[config.mk]
export PLATFORM = sky130hd
export DESIGN_NAME = sint_minmax_tracker
export DESIGN_NICKNAME = d
export VERILOG_FILES = /design/src/rtl/sint_minmax_pkg.sv /design/src/rtl/sint_sle_cmp.sv /design/src/rtl/sint_minmax_tracker.sv
export SDC_FILE = /design/constraint.sdc
export NUM_CORES = 1
export LEC_CHECK = 0
export ABC_AREA = 0
export CORE_AREA = 2 2 51 72
export DETAILED_ROUTE_END_ITERATION = 12
export DIE_AREA = 0 0 53 74
export HOLD_SLACK_MARGIN = 0.05
export PLACE_DENSITY_LB_ADDON = 0.15
export SLEW_MARGIN = 20
export SYNTH_ARGS = -nofsm -noshare
export SYNTH_HDL_FRONTEND = slang
export SYNTH_HIERARCHICAL = 1
export SYNTH_SLANG_ARGS = --single-unit
[constraint.sdc]
create_clock -name CLK -period 3.96 [get_ports CLK]
set_input_delay 0.396 -clock CLK [delete_from_list [all_inputs] [get_ports CLK]]
set_output_delay 0.396 -clock CLK [all_outputs]
set_load 0.02 [all_outputs]
[src/rtl/sint_minmax_pkg.sv]
// Shared types and constants for the signed min/max stream tracker.
package sint_minmax_pkg;

  typedef enum logic [1:0] {
    ST_IDLE  = 2'd0,
    ST_ACCUM = 2'd1,
    ST_HOLD  = 2'd2
  } state_t;

  // All-ones value of a w-bit counter, i.e. 2^w - 1.
  function automatic logic [31:0] cnt_max(input int unsigned w);
    return (w >= 32) ? 32'hFFFF_FFFF : ((32'd1 << w) - 32'd1);
  endfunction

endpackage

[src/rtl/sint_sle_cmp.sv]
// Combinational full-width signed less-or-equal compare: le = (a <= b).
module sint_sle_cmp #(
  parameter int WIDTH = 3
) (
  input  logic signed [WIDTH-1:0] a,
  input  logic signed [WIDTH-1:0] b,
  output logic                    le
);

  assign le = (a <= b);

endmodule

[src/rtl/sint_minmax_tracker.sv]
// Framed signed min/max/count reducer with valid/ready in and summary out.
// Optional argmin/argmax outputs are enabled by defining SINT_MINMAX_ARGIDX_EN.
module sint_minmax_tracker
  import sint_minmax_pkg::*;
#(
  parameter int WIDTH = 3,
  parameter int CNT_W = 4
) (
  input  logic                    CLK,
  input  logic                    ASYNCRESETN,
  input  logic                    I_valid,
  output logic                    I_ready,
  input  logic signed [WIDTH-1:0] I_data,
  input  logic                    I_last,
  output logic                    O_valid,
  input  logic                    O_ready,
  output logic signed [WIDTH-1:0] O_min,
  output logic signed [WIDTH-1:0] O_max,
  output logic [CNT_W-1:0]        O_count
`ifdef SINT_MINMAX_ARGIDX_EN
  ,
  output logic [CNT_W-1:0]        O_min_idx,
  output logic [CNT_W-1:0]        O_max_idx
`endif
);

  localparam logic [CNT_W-1:0] CNT_MAX = CNT_W'(cnt_max(CNT_W));

  function automatic logic [CNT_W-1:0] sat_inc(input logic [CNT_W-1:0] c);
    return (c == CNT_MAX) ? c : c + CNT_W'(1);
  endfunction

  state_t state;
  logic   accept;
  logic   min_le;
  logic   max_le;

  assign accept = I_valid && I_ready;

  // min_le low means the sample is strictly below the running minimum.
  sint_sle_cmp #(.WIDTH(WIDTH)) u_min_cmp (
    .a  (O_min),
    .b  (I_data),
    .le (min_le)
  );

  sint_sle_cmp #(.WIDTH(WIDTH)) u_max_cmp (
    .a  (I_data),
    .b  (O_max),
    .le (max_le)
  );

  always_ff @(posedge CLK or negedge ASYNCRESETN) begin
    if (!ASYNCRESETN) begin
      state     <= ST_IDLE;
      I_ready   <= 1'b1;
      O_valid   <= 1'b0;
      O_min     <= '0;
      O_max     <= '0;
      O_count   <= '0;
`ifdef SINT_MINMAX_ARGIDX_EN
      O_min_idx <= '0;
      O_max_idx <= '0;
`endif
    end else begin
      unique case (state)
        ST_IDLE: begin
          if (accept) begin
            O_min     <= I_data;
            O_max     <= I_data;
            O_count   <= CNT_W'(1);
`ifdef SINT_MINMAX_ARGIDX_EN
            O_min_idx <= '0;
            O_max_idx <= '0;
`endif
            if (I_last) begin
              state   <= ST_HOLD;
              I_ready <= 1'b0;
              O_valid <= 1'b1;
            end else begin
              state   <= ST_ACCUM;
            end
          end
        end
        ST_ACCUM: begin
          if (accept) begin
            // Pre-increment count is the sample's position; it pins at CNT_MAX.
            if (!min_le) begin
              O_min     <= I_data;
`ifdef SINT_MINMAX_ARGIDX_EN
              O_min_idx <= O_count;
`endif
            end
            if (!max_le) begin
              O_max     <= I_data;
`ifdef SINT_MINMAX_ARGIDX_EN
              O_max_idx <= O_count;
`endif
            end
            O_count <= sat_inc(O_count);
            if (I_last) begin
              state   <= ST_HOLD;
              I_ready <= 1'b0;
              O_valid <= 1'b1;
            end
          end
        end
        ST_HOLD: begin
          if (O_ready) begin
            state   <= ST_IDLE;
            I_ready <= 1'b1;
            O_valid <= 1'b0;
          end
        end
        default: begin
          state   <= ST_IDLE;
          I_ready <= 1'b1;
          O_valid <= 1'b0;
        end
      endcase
    end
  end

endmodule
Yosys cells after proc, flatten, opt, wreduce, memory -nomap -nowiden
Index checks and enable logic that the tools add are counted.
- flip-flop bits (word level): 14
- latch bits: 0
- bits in writable memories: 0
- memory bits (read-only): 0
- bits of input ports: 8
- output and inout port bits: 12
- word-level logic and storage cells: 55
- memories kept: 0
- $add $sub $neg: 1
- multiply operators: 0
- div/mod/pow operators: 0
- order comparisons: 2
- equality and inequality tests: 12
- shift-type cells: 0
- muxes and demuxes: 25
- bitwise operators: 0
- reduce and logical (&&, ||, !) cells: 9
- operators by type and width (operator ; count):
    $reduce_and A4 Y1 ; 4
    $mux W3 ; 5
    $ne A2 B2 Y1 const B ; 7
    $mux W4 ; 3
    $pmux W3 S2 ; 2
    $mux W2 ; 5
    $pmux W4 S2 ; 1
    $le A3 B3 Y1 ; 2
    $mux W1 ; 6
    $pmux W2 S3 ; 1
    $add A4 B1 Y4 const B ; 1
    $eq A4 B4 Y1 const B ; 1
    $ne A2 B1 Y1 const B ; 2
    $pmux W1 S2 ; 2
    $reduce_and A3 Y1 ; 1
    $eq A2 B1 Y1 const B ; 1
    $eq A2 B2 Y1 const B ; 1
    $logic_not A2 Y1 ; 1
    $reduce_bool A2 Y1 ; 1
    $reduce_or A2 Y1 ; 1
    $logic_and A1 B1 Y1 ; 1

Depth between registers and ports, before layout
- word-level depth: 4
- mapped depth: 7
- depth with buffers taken out: 7

Hierarchy
The synthesis kept the hierarchy.
- modules (own cells, without submodules) (module ; instances ; cells an instance ; area an instance (um^2) ; sequential area each (um^2)):
    sint_minmax_tracker ; 1 ; 55 ; 648.1 ; 351.6
    sint_sle_cmp ; 2 ; 12 ; 75.1 ; 0.0

Least setup slack after synthesis
Ideal clock, no wire load.
- kind: reg2reg
- start: register O_max[1]
- end: register O_max[0]
- library setup time: 0.125 ns
- data arrival time: 1.513 ns
- required time: 3.835 ns
- setup slack: 2.322 ns
- stages on the path, launching flop included: 8
- buffers on the path: 0
- period minus slack after synthesis: 1.638 ns
- cells stage by stage: dfrtp_1 -> inv_1 -> ha_1 -> inv_1 -> o21ai_1 -> a31oi_1 -> a21o_2 -> mux2_2
- cells in the longest elaborated chain, start to end: 3
- ends and longest elaborated chain (what ; RTL line ; text):
    start: declaration ; sint_minmax_tracker.sv:18 ; output logic signed [WIDTH-1:0] O_max,
    start signal: assignment ; sint_minmax_tracker.sv:70 ; O_max <= I_data;
    start signal: assignment ; sint_minmax_tracker.sv:95 ; O_max <= I_data;
    $le A3 B3 Y1 ; sint_sle_cmp.sv:10 ; assign le = (a <= b);
    named net max_le ; sint_minmax_tracker.sv:36 ; logic max_le;
    $ne A2 B2 Y1 (no line) ; -- ;
    $reduce_and A4 Y1 (no line) ; -- ;
The timed path passes the listed nets, and every way through them passes these cells.
A chain may end at the register's enable or synchronous reset.

Worst setup path after layout
- start: input I_data[1]
- end: register O_min[2]
- cells in the longest elaborated chain, start to end: 3
- ends and longest elaborated chain (what ; RTL line ; text):
    start: declaration ; sint_minmax_tracker.sv:13 ; input logic signed [WIDTH-1:0] I_data,
    $le A3 B3 Y1 ; sint_sle_cmp.sv:10 ;
    named net min_le ; sint_minmax_tracker.sv:35 ; logic min_le;
    $ne A2 B2 Y1 (no line) ; -- ;
    $reduce_and A4 Y1 (no line) ; -- ;
    end signal: assignment ; sint_minmax_tracker.sv:69 ; O_min <= I_data;
    end signal: assignment ; sint_minmax_tracker.sv:89 ; O_min <= I_data;
    end: declaration ; sint_minmax_tracker.sv:17 ; output logic signed [WIDTH-1:0] O_min,
The timed path passes the listed nets, and every way through them passes these cells.

==> results.yml <==
status:
  status: "complete, no violations"
sta:
  clock_skew_ns: 0.00190
  hold_viol: 0
  relSlewSlack_pct: 57.2
  fin_crit_sh_pct: 49.3
  finalMaxSlewViolations: 0
  setup_viol: 0
  fin_setup_tns_ns: 0
  layout_min_cycle_time_ns: 1.95
  max_freq_mhz: 513
  rsz0062_at_grt: "false"
  tightestPinTransition_ns: 0.640
yosys:
  synth_area_um2: 798
  netlist_instances: 79
  yosysSeqAreaShare_pct: 44.0
  syn_nets: 94
  synth_top_cell_area_share_pct: 40.8
  synth_warnings: 6
  ys_ff_latch: 14
  synth_top_cell_by_area: "dfrtp_1"
  post_synth.cell_area_avg_um2: 10.1
  ys_types: 24
  synth_area_leaders: "dfrtp_1, ha_1, mux2_2"
layout:
  nets: 116
  syn_to_final_growth_pct: 35.7
  n_antenna_cell: 0
  drive_gt1_share_pct: 16.0
  final_cell_mix: "clkdlybuf4s50_1, dfrtp_1, inv_1"
  final_common_cell: "clkdlybuf4s50_1"
drt:
  wire_per_inst_um: 11.7
  drtAntennaViolNets: 0
  firstDrtPassIters: 4
  drc_errors: 0
  vias: 626
  wl_mm: 1.64
  routed_via_density: 4.47
  drt-initial-drc-count: 7
place:
  port_buffers: 19
  hpwl_mm: 1.23
  globalplace.congestion: 0.696
clock_network:
  cts_tree: "yes"
  numClockSinks: 14
  clk_pin_slew_ns: 0.06
  h-tree-depth: 1
  cts_inserted_buffers: 3
  clock-root-buffer: "clkbuf_8"
  post_cts_buffers: 0
  postCtsHoldBufs: 0
  ctsResizeCount: 0
  insertion_delay_ns: 0.24
  clockBufferDepth: 2
job:
  maxCapViolations: 0
setup_path:
  cp.required_ns: 4.09
  crit_cells: 8
  max_stage_delay_ns: 0.54
  cp_cell_sequence: "clkdlybuf4s50_1, inv_1, ha_1, inv_1, o21ai_1, a31oi_1, a21o_2, mux2_2"
  timing.rr.start: "O_min[1]"
  reg2reg_to: "O_min[2]"
  endpoint: "O_min[2]"
  critPathSlowestCell: "clkdlybuf4s50_1"
  crit_type: "in2reg"
  crit_top_cell: "inv_1"
  end_kind: "register"
  critPathTopFamily: "buffers and inverters"
  reg2reg_slack_ns: 2.35
  cp-start-kind: "input pin"
  crit_start: "I_data[1]"
  rr_worst_depth: 6
  cp.arrival_ns: 2.08
  worstPathMaxFanout: 4
  path_buf_inv: 3
floorplanning:
  fp.dieH_um: 74
  initial_core_util_pct: 24.3
  rows: 25
  die_x_um: 53
  core-area_um2: 3280
  dieArea_um2: 3920
  ios: 20
global_routing:
  grt-ovfl-total: 0
  grt_pass1_vias: 646
  antenna_found_initial: 0
  grt_pass1_wl_mm: 2.83
  track_usage_pct: 9.88
  grt_max_degree: 15
power_and_ir_drop:
  power_w: 0.000301
  p_per_area_nw_per_um2: 278
  p_leak_nw: 0.506
  peakVddDrop_mv: 0.161
min_path:
  hold_class: "reg2reg"
  min_from: "O_max[1]"
==> per-layer routing <==
layer | vias up | wire length [µm] | track usage [%]
li1 | 320 | - | -
met1 | 288 | 752 | 12.1
met2 | 16 | 781 | 16.4
met3 | 2 | 86 | 1.20
met4 | 0 | 21 | 5.98
met5 | - | 0 | 0
==> power breakdown <==
part | leakage (nW) | internal, W | switching [W]
Clock | 0.0288 | 0.0000879 | 0.0000496
Combinational | 0.291 | 0.00000968 | 0.0000106
Sequential | 0.187 | 0.000143 | 0
==> synthesized netlist by cell type <==
master    count
a31oi_1       3
inv_1        10
mux2_2        6
a21oi_1       3
nor3_1        1
o32ai_1       1
o21ai_1       2
a41oi_1       1
and4_1        1
nand3b_1      1
a311oi_1      1
buf_2         2
nor2_1        7
o21ai_0       4
dfrtp_1      13
nand3_1       3
ha_1          7
nand3b_4      1
mux2_4        1
a211oi_1      1
or2_4         1
nand2_1       6
dfstp_2       1
a21o_2        2
==> how the worst min path moves through the flow <==
stage                       endpoint  slack [ns]  depth (start not counted)
after floorplan           O_count[0]        0.10                          0
after global placement       O_valid        0.50                          2
after detailed placement     O_valid        0.51                          2
after CTS                    O_valid        0.53                          2
after global routing        O_max[2]        0.55                          1
final                       O_max[1]        0.54                          1
==> metrics by stage <==
step,worst slack [ns],area [µm²],utilization (%),instances,hold slack (ns)
6_report,2.01,1080,33.0,140,0.536
4_1_cts,2.01,1080,33.0,140,0.534
3_3_place_gp,1.79,1030,31.3,136,0.502
5_1_grt,1.91,1080,33.0,140,0.549
2_1_floorplan,2.32,798,-,79,0.100
3_5_place_dp,1.75,1030,31.3,136,0.512
==> flip-flops by register name (all words and copies together), names as in the netlist <==
| register | cells |
|---|---|
| I_ready | 1 |
| O_count | 4 |
| O_max | 3 |
| O_min | 3 |
| O_valid | 1 |
| state | 2 |
==> worst register-to-register path, stage by stage, from the launching register on <==
cell and delay (ns):
dfrtp_1 0.40, ha_1 0.31, inv_1 0.06, o21ai_1 0.06, a31oi_1 0.17, a21o_2 0.18, mux2_2 0.33
==> final cells by class <==
class / count / area [µm²]
clock buffers: 4 / 55.1
fillers: 344 / 2200
inverters: 10 / 37.5
multi-input cells: 53 / 399
flip-flops and latches: 14 / 352
well taps: 40 / 50.0
repair buffers: 19 / 190
==> cells by family (layout without fill, tap and decap cells) <==
logic type                 count (synthesis)  after routing  share of synthesized area, %
and+or+nand+nor                           21             21                          14.3
AOI/OAI and AO/OA                         18             18                          14.4
DFF                                       14             14                          44.0
buffers and inverters                     12             33                          5.96
adders and majority gates                  7              7                          11.0
muxes                                      7              7                          10.3
Note: power is estimated with default switching activity, not from simulation.
==> edit (same settings) <==
Make the reset (`ASYNCRESETN`) synchronous in one clocked block.
--- a/src/rtl/sint_minmax_tracker.sv
+++ b/src/rtl/sint_minmax_tracker.sv
@@ -51,5 +51,5 @@
   );
 
-  always_ff @(posedge CLK or negedge ASYNCRESETN) begin
+  always_ff @(posedge CLK) begin
     if (!ASYNCRESETN) begin
       state     <= ST_IDLE;
Formal check against the unedited RTL: differs if ASYNCRESETN is asserted again (counterexample within 4 cycles, from zero or initial values and one cycle with ASYNCRESETN low); with ASYNCRESETN held inactive, the same outputs for 10 cycles.
==> edit against the unedited design <==
Non-clock buffer count unchanged; synthesized area decreased by 3.3%; design area decreased by 3.2%; worst setup slack improved by 0.16 ns; core utilization decreased by 1.1 points; final cell count increased by 6.4%; largest cell class unchanged; routed wire length increased by 4.0%; sequential cell count unchanged.
Power is not compared: it rests on default switching activity, and its combinational part moved more than twofold at a synthesized area within 25%.
==> edit: results (changes against the unedited design) <==
[status]
status=complete, no violations

[detailed_routing]
wl_met2_um=845  ; +8.2%
route.detailed.drc=0  ; unchanged
wl_met1_um=746  ; -0.80%
first_pass_iters=4  ; unchanged
viasPerCell=4.56  ; +1.9%
met3WireLength_um=100  ; +16%
dr.max_layer_used=met4
drtIter0Drc=10  ; +3
finalWirelength_mm=1.71  ; +4.0%

[setup_path]
crit_fanout=3  ; -1
endpoint=O_min[2]
arrival_ns=1.96  ; -0.12 ns
r2r.worst_path.cells=7  ; +1
cp_slowest_stage_delay_ns=0.50  ; -0.04 ns
r2r_start=O_max[1]
rr_endpoint=O_max[2]
rrSetupSlack_ns=2.47  ; +0.12 ns

[global_routing]
grt_pass1_wl_mm=2.75  ; -2.9%
grt_pass1_vias=630  ; -2.5%
grt_usage=0.0977  ; -0.00118
met1_usage=0.110  ; -0.0103
grt_max_degree=19  ; +4
gr-usage-met3=0.0281  ; +0.0161

[layout]
post-route-util=0.319  ; -0.0107
design.final.nets=125  ; +7.8%
top_regs=O_count (4), O_max (3), O_min (3)
layout-drive-gt1-share=0.0734  ; -0.0866
num_antenna_cells=0  ; unchanged
fillCellCount=367  ; +6.7%
stdcell_count=149  ; +6.4%

[placed_design]
dp_slack_ns=1.91  ; +0.155 ns
dp_hpwl_mm=1.31  ; +6.7%
placed_area_um2=993  ; -3.4%
gp_congestion=0.743  ; +6.7%

[synth]
synthCells=89  ; +13%
synthFlopType=dfxtp_1
async_reset_ff_frac=0  ; -1.00
syn_nets=104  ; +11%
synthTopCellsByCount=nand2_1, dfxtp_1, inv_1, ha_1, mux2i_1
synth_area_leaders=dfxtp_1, ha_1, mux2i_1
seq_area_frac_synth=0.363  ; -0.0774
yosysUniqueCellTypes=27  ; +13%

[timing]
holdWs_ns=0.477  ; -0.0589 ns
clock-skew-final_ns=0.000488  ; -0.00141 ns
layout_min_cycle_time_ns=1.79  ; -0.163 ns
tightest_slew_ns=0.656  ; +0.0154 ns

[min_path]
hold_path_depth=2  ; +1
hold_path_class=reg2reg
min_from=O_max[2]
min_to=O_max[2]

[pwr]
total_power_uw=387
ir_worst_vdd_mv=0.166

[clock_network]
cts_made_buffers=3  ; unchanged

edit: changes by cell type after synthesis, sizes merged, moves of 2 or more:
cell    unedited run  this run
a21oi              3         5
and3b              0         3
dfrtp             13         0
dfxtp              0        14
inv               10         8
mux2               7         0
mux2i              0         7
nand2              6        16
nand3              3         1
nand4              0         2
nand4b             0         2
o21ai              6         4
edit: layout make-up:
class | count | share of cell area
clock buffers | 4 | 0.0525
inverters | 8 | 0.0286
multi-input cells | 64 | 0.422
flip-flops and latches | 14 | 0.267
well taps | 40 | 0.0477
repair buffers | 19 | 0.181
edit: kinds of logic after synthesis:
| kind of cell | after synthesis | synth area share |
|---|---|---|
| adders and majority gates | 7 | 0.113 |
| AOI/OAI and AO/OA | 18 | 0.160 |
| buffers and inverters | 11 | 0.0632 |
| and+or+nand+nor | 32 | 0.209 |
| muxes | 7 | 0.0908 |
| DFF | 14 | 0.363 |
